File: src/rtl/enable_pulse_sync_if.sv
// Interface between the source-side enable driver and the destination-domain
// enable/pulse synchronizer. The master drives the raw enable level. The slave
// (the synchronizer) returns the capture select, the valid pulse, busy and the
// transfer count.
interface enable_pulse_sync_if #(
    parameter int CNT_WIDTH = 8
);
    logic                 bus_enable;
    logic                 sync_sel;
    logic                 enable_pulse;
    logic                 busy;
    logic [CNT_WIDTH-1:0] xfer_count;

    modport master (
        output bus_enable,
        input  sync_sel,
        input  enable_pulse,
        input  busy,
        input  xfer_count
    );

    modport slave (
        input  bus_enable,
        output sync_sel,
        output enable_pulse,
        output busy,
        output xfer_count
    );
endinterface

File: src/rtl/enable_pulse_sync.sv
// enable_pulse_sync: destination-domain control stage of the data synchronizer.
// The raw source enable level passes through a NUM_STAGES flop chain. Each
// accepted rising edge of the synchronized level becomes a one-cycle sync_sel
// pulse for the capture mux. enable_pulse follows one cycle later and marks the
// cycle in which the captured bus is valid. xfer_count counts the issued pulses
// and wraps.
//
// Optional feature macro: SYNC_FILTER_EN
//   When defined, the synchronized level must stay high for MIN_HIGH consecutive
//   cycles, tracked in the QUAL state, before a pulse is issued. Shorter highs
//   are treated as glitches.
//   When undefined, QUAL and its qualification counter are not built, and
//   MIN_HIGH serves only the parameter legality check.
module enable_pulse_sync #(
    parameter int NUM_STAGES = 2,
    parameter int MIN_HIGH   = 3,
    parameter int CNT_WIDTH  = 8
) (
    input  logic                CLK,
    input  logic                RST,
    enable_pulse_sync_if.slave  bus
);

    // Reject illegal configurations at elaboration time.
    if ((NUM_STAGES < 2) || (NUM_STAGES > 4) || (MIN_HIGH < 2)) begin : g_bad_cfg
        $error("enable_pulse_sync: illegal NUM_STAGES or MIN_HIGH");
    end

    typedef enum logic [1:0] {
        IDLE = 2'd0,
        QUAL = 2'd1,
        HIGH = 2'd2
    } state_t;

    logic [NUM_STAGES-1:0] stage_r;
    logic                  lvl_s;
    state_t                state_r;
    state_t                state_next_s;
    logic                  sel_next_s;
    logic                  busy_r;
    logic                  sync_sel_r;
    logic                  enable_pulse_r;
    logic [CNT_WIDTH-1:0]  xfer_count_r;

`ifdef SYNC_FILTER_EN
    localparam int QCNT_W = $clog2(MIN_HIGH) + 1;
    localparam logic [QCNT_W-1:0] QCNT_LAST = QCNT_W'(MIN_HIGH - 1);

    logic [QCNT_W-1:0] qcnt_r;
    logic [QCNT_W-1:0] qcnt_next_s;
`endif

    // The synchronized level is the last flop of the chain. Only the FSM reads it.
    assign lvl_s = stage_r[NUM_STAGES-1];

    // Multi-flop synchronizer chain for the asynchronous enable level.
    always_ff @(posedge CLK or negedge RST) begin
        if (!RST) begin
            stage_r <= {NUM_STAGES{1'b0}};
        end else begin
            stage_r <= {stage_r[NUM_STAGES-2:0], bus.bus_enable};
        end
    end

    // Next-state and pulse decode. A pulse is issued only on entry into HIGH.
    always_comb begin
        state_next_s = state_r;
        sel_next_s   = 1'b0;
`ifdef SYNC_FILTER_EN
        qcnt_next_s  = qcnt_r;
`endif
        case (state_r)
            IDLE: begin
                if (lvl_s) begin
`ifdef SYNC_FILTER_EN
                    state_next_s = QUAL;
                    qcnt_next_s  = QCNT_W'(1);
`else
                    state_next_s = HIGH;
                    sel_next_s   = 1'b1;
`endif
                end else begin
                    state_next_s = IDLE;
                end
            end
`ifdef SYNC_FILTER_EN
            QUAL: begin
                if (!lvl_s) begin
                    // The level dropped too early: reject it as a glitch.
                    state_next_s = IDLE;
                    qcnt_next_s  = QCNT_W'(0);
                end else if (qcnt_r == QCNT_LAST) begin
                    state_next_s = HIGH;
                    sel_next_s   = 1'b1;
                    qcnt_next_s  = QCNT_W'(0);
                end else begin
                    qcnt_next_s  = qcnt_r + QCNT_W'(1);
                end
            end
`endif
            HIGH: begin
                if (lvl_s) begin
                    state_next_s = HIGH;
                end else begin
                    // The level must return low before a new pulse can be armed.
                    state_next_s = IDLE;
                end
            end
            default: begin
                state_next_s = IDLE;
                sel_next_s   = 1'b0;
            end
        endcase
    end

    // State register. busy is registered together with the state it reflects.
    always_ff @(posedge CLK or negedge RST) begin
        if (!RST) begin
            state_r <= IDLE;
            busy_r  <= 1'b0;
        end else begin
            state_r <= state_next_s;
            busy_r  <= (state_next_s != IDLE);
        end
    end

`ifdef SYNC_FILTER_EN
    // Qualification counter for the glitch filter.
    always_ff @(posedge CLK or negedge RST) begin
        if (!RST) begin
            qcnt_r <= QCNT_W'(0);
        end else begin
            qcnt_r <= qcnt_next_s;
        end
    end
`endif

    // Select pulse, delayed valid pulse and the wrapping transfer counter.
    always_ff @(posedge CLK or negedge RST) begin
        if (!RST) begin
            sync_sel_r     <= 1'b0;
            enable_pulse_r <= 1'b0;
            xfer_count_r   <= {CNT_WIDTH{1'b0}};
        end else begin
            sync_sel_r     <= sel_next_s;
            enable_pulse_r <= sync_sel_r;
            if (sync_sel_r) begin
                xfer_count_r <= xfer_count_r + CNT_WIDTH'(1);
            end else begin
                xfer_count_r <= xfer_count_r;
            end
        end
    end

    assign bus.sync_sel     = sync_sel_r;
    assign bus.enable_pulse = enable_pulse_r;
    assign bus.busy         = busy_r;
    assign bus.xfer_count   = xfer_count_r;

endmodule

File: src/flat_wrapper.sv
// flat-port wrapper written by rule: the top's interface ports become plain ports
module enable_pulse_sync_flat 
#(
    parameter int NUM_STAGES = 2,
    parameter int MIN_HIGH   = 3,
    parameter int CNT_WIDTH  = 8
)
  (CLK, RST, bus_bus_enable, bus_sync_sel, bus_enable_pulse, bus_busy, bus_xfer_count);
  enable_pulse_sync_if #(.CNT_WIDTH(CNT_WIDTH)) bus_i ();
  input  logic CLK;
  input  logic RST;
  input wire logic [$bits(bus_i.bus_enable)-1:0] bus_bus_enable;
  output wire logic [$bits(bus_i.sync_sel)-1:0] bus_sync_sel;
  output wire logic [$bits(bus_i.enable_pulse)-1:0] bus_enable_pulse;
  output wire logic [$bits(bus_i.busy)-1:0] bus_busy;
  output wire logic [$bits(bus_i.xfer_count)-1:0] bus_xfer_count;
  assign bus_i.bus_enable = bus_bus_enable;
  assign bus_sync_sel = bus_i.sync_sel;
  assign bus_enable_pulse = bus_i.enable_pulse;
  assign bus_busy = bus_i.busy;
  assign bus_xfer_count = bus_i.xfer_count;
  enable_pulse_sync #(.NUM_STAGES(NUM_STAGES), .MIN_HIGH(MIN_HIGH), .CNT_WIDTH(CNT_WIDTH)) u_core (.CLK(CLK), .RST(RST), .bus(bus_i));
endmodule
File: config.mk
export PLATFORM = sky130hd
export DESIGN_NAME = enable_pulse_sync_flat
export DESIGN_NICKNAME = d
export VERILOG_FILES = /design/src/rtl/enable_pulse_sync_if.sv /design/src/rtl/enable_pulse_sync.sv /design/src/flat_wrapper.sv
export SDC_FILE = /design/constraint.sdc
export NUM_CORES = 1
export LEC_CHECK = 0
export BUFFER_PORTS_ARGS = -buffer_cell sky130_fd_sc_hd__buf_2
export CAP_MARGIN = 20
export CORE_AREA = 2 2 39 41
export DETAILED_ROUTE_END_ITERATION = 7
export DIE_AREA = 0 0 41 43
export PLACE_DENSITY = 0.61
export SYNTH_ARGS = -nofsm -noshare
export SYNTH_HDL_FRONTEND = slang
export SYNTH_SLANG_ARGS = --single-unit
File: constraint.sdc
create_clock -name CLK -period 3.8 [get_ports CLK]
set_clock_uncertainty 0.2 [all_clocks]
set_input_delay 0.38 -clock CLK [delete_from_list [all_inputs] [get_ports CLK]]
set_output_delay 0.38 -clock CLK [all_outputs]
set_load 0.05 [all_outputs]
==> flow_summary_export.csv <==
group,metric,value,unit
place,placed_area,554,sq um
yosys,yosysTopAreaCell,"dfrtp_1",
final_layout,layout-drive-gt1-share,37.3,%
place,gp_congestion,0.664,
global_route,globalRouteOverflowTotal,0,
worst_setup_path,crit_buf_inv,1,
worst_setup_path,crit_end,"bus_sync_sel",
sta,finalHoldViolations,0,
clocking,cts_tree,"done",
worst_setup_path,cp-start-kind,"flip-flop",
yosys,ys_ff_latch,13,
clocking,post_cts_buffers,0,
worst_setup_path,reg2reg_depth,2,
yosys,synth_commonest_cells,"dfrtp_1, xor2_1, nand4_1, xnor2_1",
die,ios,14,
final_layout,fill_cells,128,
worst_setup_path,crit_cells,1,
worst_setup_path,regToRegEndpoint,"u_core.bus.xfer_count[1]",
yosys,synth_top_area_share,69.3,%
die,die_w,41,um
routing,drtIter0Drc,1,
power,power_density,799,nW/um^2
die,rows,14,
sta,fin_tns_setup,0,ns
yosys,synthesis.nets,36,
job,drv_cap,0,
yosys,ys_warn_count,0,
worst_setup_path,critPathMaxFanout,8,
worst_setup_path,cp-end-kind,"output pin",
place,io_buffers,13,
final_layout,nets,56,
worst_setup_path,cp_cell_sequence,"buf_2",
yosys,async_flop_share,100,%
sta,fin_crit_sh,43.8,%
routing,num_vias,295,
min_path,holdCritPathClass,"flip-flop to flip-flop",
yosys,synth.area.top_cells,"dfrtp_1, xor2_1, xnor2_1",
sta,rsz0062_at_grt,"no",
sta,tightest_slew,0.280,ns
die,start_util,33.9,%
clocking,cts.sinks,13,
global_route,grt_start_max_net_pins,14,
place,dpl.hpwl,555,um
power,leakage,0.310,nW
die,coreArea,1380,sq um
global_route,grt_pass1_vias,287,
clocking,cts-root-buf,"clkbuf_4",
global_route,grt_use_total,11.4,%
yosys,syn_area,469,sq um
routing,wl_met2,311,um
worst_setup_path,max_stage_delay,0.50,ns
worst_setup_path,cp_data_arrival_time,1.09,ns
worst_setup_path,cpMaxStageDelayCell,"dfrtp_1",
clocking,cts_made_buffers,3,
routing,final_antenna_net_count,0,
sta,slew_headroom,81.3,%
routing,drt_pass1_iterations,2,
sta,slew_viol_final,0,
yosys,synth_cell_types,11,
die,dieArea,1760,sq um
routing,dr_wl_met3,56,um
final_layout,synthToLayoutAreaGrowth,28.0,%
routing,top_layer,"met4",
worst_setup_path,startpoint,"u_core.bus.sync_sel",
yosys,syn_area_per_cell,14.7,sq um
worst_setup_path,crit_required,3.22,ns
sta,max_freq,601,MHz
worst_setup_path,r2r_start,"u_core.bus.xfer_count[0]",
global_route,antenna_found_initial,0,
yosys,syn_inst,32,
yosys,synth_edf_count,0,
status,outcome,"finished, final reports clean",
yosys,ys.flop_type,"dfrtp_1",
clocking,cts_buffer_depth,2,
routing,wl_met1,416,um
worst_setup_path,ff2ff_setup_slack,2.48,ns
routing,wirelength,793,um
routing,route.detailed.drc,0,
sta,setup_violations,0,
clocking,path_clk_slew,0.07,ns
global_route,grt_first_pass_wirelength,1300,um
die,die_y,43,um
final_layout,antenna_cells,0,
worst_setup_path,cpLargestDelayFamily,"flip-flops",
yosys,yosysMostFrequentCell,"dfrtp_1",
clocking,clkLatencyLatePin,0.27,ns
clocking,htree_num_levels,1,
power,ir_drop,0.329,mV
min_path,hold_depth,0,
final_layout,fin_area,601,sq um
worst_setup_path,crit_type,"flip-flop to output pin",
yosys,seq_area_frac_synth,69.3,%
routing,detail_route.vias_per_cell,4.40,
sta,period_needed,1.67,ns
routing,wire_per_inst,11.8,um
## repair_timing
item,in CTS,in global routing
hold buffers,1,1
setup endpoints to repair,0,0
gates resized for setup,0,0
endpoints found under the hold margin,13,1
## worst min path at each step
| stage | slack (ns) | endpoint | start |
|---|---|---|---|
| after floorplan | -0.12 | u_core.bus.busy | RST |
| after global placement | 0.07 | u_core.stage_r[1] | RST |
| after detailed placement | 0.08 | u_core.stage_r[1] | RST |
| after CTS | 0.006 | u_core.stage_r[0] | bus_bus_enable |
| after global routing | 0.16 | u_core.stage_r[1] | u_core.stage_r[0] |
| final | 0.16 | u_core.stage_r[1] | u_core.stage_r[0] |
## through the flow
stage / hold slack [ns] / power, mW / std cells / util [%] / worst slack [ns]
3_3_place_gp: 0.0743 / 0.397 / 61 / 40.1 / 2.43
6_report: 0.155 / 0.480 / 67 / 43.4 / 2.13
4_1_cts: 0.00553 / 0.486 / 66 / 42.7 / 2.11
5_1_grt: 0.163 / 0.510 / 67 / 43.4 / 2.06
3_5_place_dp: 0.0796 / 0.400 / 61 / 40.1 / 2.41
2_1_floorplan: -0.116 / 0.351 / 32 / - / 2.23
## kinds of logic after synthesis
logic type,after synthesis,share of synthesized area (%)
xor+xnor,7,13.1
flops,13,69.3
mux,1,2.40
simple gates,10,12.5
fa+ha+maj,1,2.67
## cell type report
type | count | area, sq um | area share (%)
Timing Repair Buffer | 15 | 85.1 | 14.2
Sequential cell | 13 | 325 | 54.2
Multi-Input combinational cell | 19 | 144 | 24.0
Clock buffer | 4 | 26.3 | 4.38
Tap cell | 16 | 20.0 | 3.33
## routing by layer
layer | vias to the layer above | track usage [%]
met5 | - | 0
met4 | 0 | 8.00
met3 | 2 | 3.14
met2 | 11 | 13.4
met1 | 137 | 17.3
li1 | 145 | -
## flip-flops by register name, summed over array words and instances (netlist names)
name and count:
u_core.bus.enable_pulse 1, u_core.bus.busy 1, u_core.bus.sync_sel 1, u_core.bus.xfer_count 8, u_core.stage_r 2
## layout by cell type (no fill, tap or decap), types with 2 or more instances in the layout
master         instances
buf_2                 13
clkbuf_4               3
dfrtp_1               13
dlygate4sd3_1          2
nand2_1                2
nand4_1                3
nor2_1                 2
xnor2_1                3
xor2_1                 4
## report_power, final
| group | total [mW] | switching (mW) | internal, mW | leakage, nW |
|---|---|---|---|---|
| clock | 0.0833 | 0.0427 | 0.0406 | 0.0150 |
| combinational | 0.185 | 0.136 | 0.0483 | 0.133 |
| sequential | 0.212 | 0.0422 | 0.169 | 0.163 |
| total | 0.480 | 0.221 | 0.258 | 0.310 |
Note: power is estimated with default switching activity, not from simulation.
